`config.mk`:
```
export PLATFORM = sky130hd
export DESIGN_NAME = ex_mem_reg
export DESIGN_NICKNAME = d
export VERILOG_FILES = /design/src/rtl/ex_mem_reg.sv
export SDC_FILE = /design/constraint.sdc
export NUM_CORES = 1
export LEC_CHECK = 0
export CAP_MARGIN = 25
export CORE_MARGIN = 1.5
export CORE_UTILIZATION = 35
export DETAILED_ROUTE_END_ITERATION = 8
export GPL_TIMING_DRIVEN = 0
export PLACE_DENSITY = 0.74
export SYNTH_ARGS = -nofsm -noshare
export SYNTH_HDL_FRONTEND = slang
export SYNTH_SLANG_ARGS = --single-unit
```
`constraint.sdc`:
```
create_clock -name clk -period 2.9 [get_ports clk]
set_input_delay 0.58 -clock clk [delete_from_list [all_inputs] [get_ports clk]]
set_output_delay 0.58 -clock clk [all_outputs]
set_load 0.005 [all_outputs]
```
`src/rtl/ex_mem_reg.sv`:
```
`default_nettype none
// ============================================================================
//  Module      : ex_mem_reg
//  Description : Execute -> memory-access pipeline register for the 5-stage
//                MIPS32 core. Carries the GPR/HI-LO write results and the
//                intermediate product/cycle count of two-cycle MADD/MSUB ops.
//                Implements reset, flush, bubble, advance and hold behaviour.
//  Revision    : 1.0 - initial release
// ============================================================================
module ex_mem_reg (
    input  logic        clk,
    input  logic        rst,
    input  logic        flush,
    input  logic [5:0]  stall,
    input  logic [4:0]  ex_wd,
    input  logic        ex_wreg,
    input  logic [31:0] ex_wdata,
    input  logic        ex_whilo,
    input  logic [31:0] ex_hi,
    input  logic [31:0] ex_lo,
    input  logic [63:0] hilo_i,
    input  logic [1:0]  cnt_i,
    output logic [4:0]  mem_wd,
    output logic        mem_wreg,
    output logic [31:0] mem_wdata,
    output logic        mem_whilo,
    output logic [31:0] mem_hi,
    output logic [31:0] mem_lo,
    output logic [63:0] hilo_o,
    output logic [1:0]  cnt_o
);

    localparam logic [4:0]  c_NOP_REG  = 5'd0;
    localparam logic [31:0] c_ZERO_32  = 32'd0;
    localparam logic [63:0] c_ZERO_64  = 64'd0;
    localparam logic [1:0]  c_ZERO_CNT = 2'd0;

    // Only the execute and memory stall bits matter to this stage.
    logic w_ex_stall;
    logic w_mem_stall;
    logic w_clear;

    assign w_ex_stall  = stall[3];
    assign w_mem_stall = stall[4];
    // Reset and flush produce identical state, so they share one path.
    assign w_clear     = rst | flush;

    logic [4:0]  r_wd;
    logic        r_wreg;
    logic [31:0] r_wdata;
    logic        r_whilo;
    logic [31:0] r_hi;
    logic [31:0] r_lo;
    logic [63:0] r_hilo;
    logic [1:0]  r_cnt;

    // Pipeline register update: clear > bubble > advance > hold.
    always_ff @(posedge clk) begin
        if (w_clear) begin
            r_wd    <= c_NOP_REG;
            r_wreg  <= 1'b0;
            r_wdata <= c_ZERO_32;
            r_whilo <= 1'b0;
            r_hi    <= c_ZERO_32;
            r_lo    <= c_ZERO_32;
            r_hilo  <= c_ZERO_64;
            r_cnt   <= c_ZERO_CNT;
        end else if (w_ex_stall && !w_mem_stall) begin
            // Bubble: a NOP goes to memory while execute keeps its
            // first-cycle product alive through the feedback path.
            r_wd    <= c_NOP_REG;
            r_wreg  <= 1'b0;
            r_wdata <= c_ZERO_32;
            r_whilo <= 1'b0;
            r_hi    <= c_ZERO_32;
            r_lo    <= c_ZERO_32;
            r_hilo  <= hilo_i;
            r_cnt   <= cnt_i;
        end else if (!w_ex_stall) begin
            // Advance: the execute result moves on and any multi-cycle
            // accumulate state is finished with.
            r_wd    <= ex_wd;
            r_wreg  <= ex_wreg;
            r_wdata <= ex_wdata;
            r_whilo <= ex_whilo;
            r_hi    <= ex_hi;
            r_lo    <= ex_lo;
            r_hilo  <= c_ZERO_64;
            r_cnt   <= c_ZERO_CNT;
        end
        // Both stages stalled: every register holds.
    end

    assign mem_wd    = r_wd;
    assign mem_wreg  = r_wreg;
    assign mem_wdata = r_wdata;
    assign mem_whilo = r_whilo;
    assign mem_hi    = r_hi;
    assign mem_lo    = r_lo;
    assign hilo_o    = r_hilo;
    assign cnt_o     = r_cnt;

endmodule
`default_nettype wire

```
# Yosys cells after proc, flatten, opt, wreduce, memory -nomap -nowiden

Index checks and enable logic that the tools add are counted.

Bits in registers: 169
Input port bits: 178
Output and inout bits: 169
Word-level logic and storage cells: 17

Eq/ne operators: 1
Muxes and demuxes: 4
Bitwise gates (word level): 1
Reduce and logical (&&, ||, !) cells: 3

Operator list:

| operator                                      | number |
|---|---|
| 2-to-1 mux 64 bit                             | 2 |
| 2-to-1 mux 2 bit                              | 2 |
| != test 2 x 1 -> 1 bit, second input constant | 1 |
| OR reduction 2 bit                            | 1 |
| logical AND 1 bit                             | 1 |
| zero test 1 bit                               | 1 |
| OR 1 bit                                      | 1 |

# Longest topological paths before layout

Depth in word-level cells: 3
Gate-level depth with buffers: 6
Depth with buffers taken out: 2

# Worst setup path after synthesis

No wires, ideal clock.

Path type: input to register
Start: input port stall[3]
End: register r_hilo[56] (netlist: hilo_o[56])
Setup time: 0.065 ns
Data arrival time: 1.442 ns
Data required time: 2.835 ns
Setup slack: 1.393 ns
Cell stages on the path: 5
Path buffers: 3
Cell sequence: buf_4 -> or3b_1 -> buf_6 -> buf_6 -> nor2_1

Word-level cells in the longest chain between the ends: 2
Elaborated cells between the ends (all ways): 3
Those cells by class: eq/ne (1); mux (1); reduce/logical (1)

RTL lines:

| element                                                                      | RTL line | source |
|---|---|---|
| from (decl)                                                                  | 14       | `input logic [5:0] stall,` |
| logical AND 1 bit                                                            | 68       | `end else if (w_ex_stall && !w_mem_stall) begin` |
| != test 2 x 1 -> 1 bit (no line) / 2-to-1 mux 64 bit (equally long branches) | n/a      |  |
| to (signal assigned)                                                         | 66       | `r_hilo <= c_ZERO_64;` |
| to (signal assigned)                                                         | 77       | `r_hilo <= hilo_i;` |
| to (signal assigned)                                                         | 88       | `r_hilo <= c_ZERO_64;` |
| to (decl)                                                                    | 54       | `logic [63:0] r_hilo;` |

Several ways; a longest one is shown, not always the timed one.
A chain may end at the register's enable or synchronous reset.

# Worst setup path in the final report

Start: input port rst
End: register r_wdata[17] (netlist: mem_wdata[17])

Word-level cells in the longest chain between the ends: 2

RTL lines:

| element                      | RTL line | source |
|---|---|---|
| from (decl)                  | 12       | `input logic rst,` |
| OR 1 bit                     | 46       | `assign w_clear = rst \| flush;` |
| OR reduction 2 bit (no line) | n/a      |  |
| to (signal assigned)         | 62       | `r_wdata <= c_ZERO_32;` |
| to (signal assigned)         | 73       | `r_wdata <= c_ZERO_32;` |
| to (signal assigned)         | 84       | `r_wdata <= ex_wdata;` |
| to (decl)                    | 50       | `logic [31:0] r_wdata;` |

Every way passes these cells.

==> key figures <==
Die
  • Die ar.: 18,770 µm²
  • Core area: 17,420 µm²
  • Initial Util: 36.08%
  • DIE WIDTH: 137 µm
  • Core Rows: 48
  • Die H: 137 µm
  • # IOs: 347

Power and ir drop
  • Leakage dissipation: 3.931 nW
  • Tot Pwr: 5.512 mW
  • PD cells: 520.5 nW/µm²
  • Peak supply drop: 0.0004589 V

CTS
  • Post-CTS Setup Inserts: 0
  • Root buffer cell: clkbuf_16
  • CTS buffer count: 17
  • CTS Buffer Depth: 2
  • # hold bufs at CTS: 0
  • CTS clk-pin slew, worst paths: 60 ps
  • Post-CTS sizing: 0
  • TritonCTS clock tree: done
  • H-tree depth: 4
  • Clk_lat worst skew: 430 ps
  • Clk sinks: 169

Global routing
  • Grt total ovfl: 0
  • First-pass GRT wire length: 31,620 µm
  • Number of global-route vias before repair: 5,857
  • Largest net degree at the start of global routing: 17
  • Initial antenna violation count: 0
  • GRT Overall Usage: 22.34%

STA
  • Worst Max-Slew Pin Slew: 674.8 ps
  • Normalized max-slew margin: 55.02%
  • Setup-failing EPs final: 0
  • Final Critical Period: 1989 ps
  • FMAX: 0.5027 GHz
  • Worst setup margin: 910.9 ps
  • Fin crit share: 68.59%
  • Unrepaired setup endpoints after global routing: no
  • Final hold vios: 0
  • Max-slew violation count: 0
  • Fin Setup TNS: 0 ps
  • Setup Skew: 0 ps

Logic synthesis
  • Syn Nets: 851
  • Post-synth cell types: 13
  • Yosys reg bits: 169
  • Yosys top cell by area: dfxtp_1
  • Mean Syn Cell Area: 9.338 µm²
  • Synthesis Warnings: 0
  • Post-Syn Instances: 673
  • Seq/Total Area, Yosys: 53.83%
  • Synth top area share: 53.83%
  • Synth area leaders: dfxtp_1 (54%), mux2i_1 (11%), nand2b_1 (10%)
  • Post-synthesis instance area: 6285 µm²

Detailed routing
  • DRC Markers: 0
  • Initial DRC Count: 279
  • DR pass1 iterations: 4
  • Routed wire length: 21,330 µm
  • DR vias/cell: 4.730
  • Vias: 6,007
  • Routed length per placed instance: 16.79 µm
  • Antenna Violating Nets Remaining: 0

Placed design
  • Pre-CTS setup slack: 484.2 ps
  • Placer Congestion: 0.8170
  • Port-buffer cells: 340
  • Hpwl dp: 15,860 µm

Run status
  • Status: finished, final reports clean

Worst setup path
  • WS Path Type: input pin to register
  • Crit Path Max Fanout: 10
  • Crit end category: register
  • Critical Path AT: 2300 ps
  • Startpoint types: input pin
  • Critical Path RT: 3210 ps

Cells and area
  • Area Overhead vs Synth: 68.52%
  • Fill cells: 1,537
  • Multi-input logic area: 2599 µm²
  • ANT cells: 0
  • Layout cell share with drive strength beyond 1: 6.124%
  • NumNets Final: 1,210
  • Flip-flop and latch area: 3383 µm²

Hold path
  • Hold Crit Class: register to register

Run
  • Max Cap Viol: 0
-- metrics by stage --
stage          cells  hold slack, ps  instance area, µm²  util, %
2_1_floorplan    673           464.2                6285        -
3_3_place_gp    1238           457.0                9970    57.24
3_5_place_dp    1238           471.7                9970    57.24
4_1_cts         1270           480.6               10590    60.81
5_1_grt         1270           499.1               10590    60.81
6_report        1270           478.1               10590    60.81
-- path summary, 6_finish.rpt --
check	from	endpoint	slack [ps]	cells past startpoint
setup / recovery	rst	mem_wdata[17]$_SDFFE_PP0N_	910	6
hold / removal	mem_wdata[26]$_SDFFE_PP0N_	mem_wdata[26]$_SDFFE_PP0N_	480	2
setup reg to reg	mem_wdata[17]$_SDFFE_PP0N_	mem_wdata[17]$_SDFFE_PP0N_	2210	2
hold reg to reg	mem_wdata[26]$_SDFFE_PP0N_	mem_wdata[26]$_SDFFE_PP0N_	480	2
-- synth_stat cells --
| cell type | count |
|---|---|
| a21oi_1 | 103 |
| buf_1 | 1 |
| buf_2 | 26 |
| buf_4 | 1 |
| buf_6 | 5 |
| clkbuf_1 | 28 |
| dfxtp_1 | 169 |
| mux2i_1 | 66 |
| nand2b_1 | 103 |
| nand3_1 | 103 |
| nor2_1 | 66 |
| or2_2 | 1 |
| or3b_1 | 1 |
-- logic make-up after synthesis --
group | count (synthesis) | synth area share, %
AO/OA/AOI/OAI | 103 | 8.202
buffers and inverters | 61 | 4.818
flip-flops | 169 | 53.83
multiplexers | 66 | 10.51
AND/OR/NAND/NOR | 274 | 22.64
-- registers in the layout (all words and copies together) (netlist names) --
| register | cells |
|---|---|
| hilo_o | 64 |
| mem_hi | 32 |
| mem_lo | 32 |
| mem_wdata | 32 |
| mem_wd | 5 |
| cnt_o | 2 |
| mem_whilo | 1 |
| mem_wreg | 1 |
-- layout by cell type (no fill, tap or decap), types with 3 or more instances in the layout --
cell type,n
a21oi_1,103
nand3_1,103
nand2b_1,103
buf_2,26
inv_6,4
mux2i_1,66
dfxtp_1,169
clkinvlp_4,3
buf_6,5
nor2_1,66
clkinv_2,3
clkbuf_16,17
clkbuf_1,29
bufinv_16,4
clkdlybuf4s50_1,340
-- power by group --
group	switching, mW	internal (mW)	total, mW
combinational	0.255	0.412	0.667
sequential	0.0303	2.38	2.41
clock	0.987	1.45	2.44
-- critical path, cell delays in order --
cell	delay, ps
clkdlybuf4s50_1	470
or2_2	100
clkbuf_1	160
clkbuf_1	550
buf_2	350
a21oi_1	80
-- metal layers --
| metal | wire, µm | GRT usage, % | up-vias |
|---|---|---|---|
| li1 | - | - | 2980 |
| met1 | 8823 | 26.90 | 2796 |
| met2 | 10670 | 37.63 | 200 |
| met3 | 1290 | 6.444 | 31 |
| met4 | 539 | 8.480 | 0 |
| met5 | 0 | 0 | - |
-- final cells by class --
cell class / count / area share [%]
multi-input combinational: 443 / 24.54
sequential: 169 / 31.94
timing repair buffer: 340 / 32.13
clock inverter: 14 / 1.819
clock buffer: 18 / 4.052
tap: 225 / 2.658
buffer: 61 / 2.859
No activity file was read; power rests on OpenSTA's default activity.
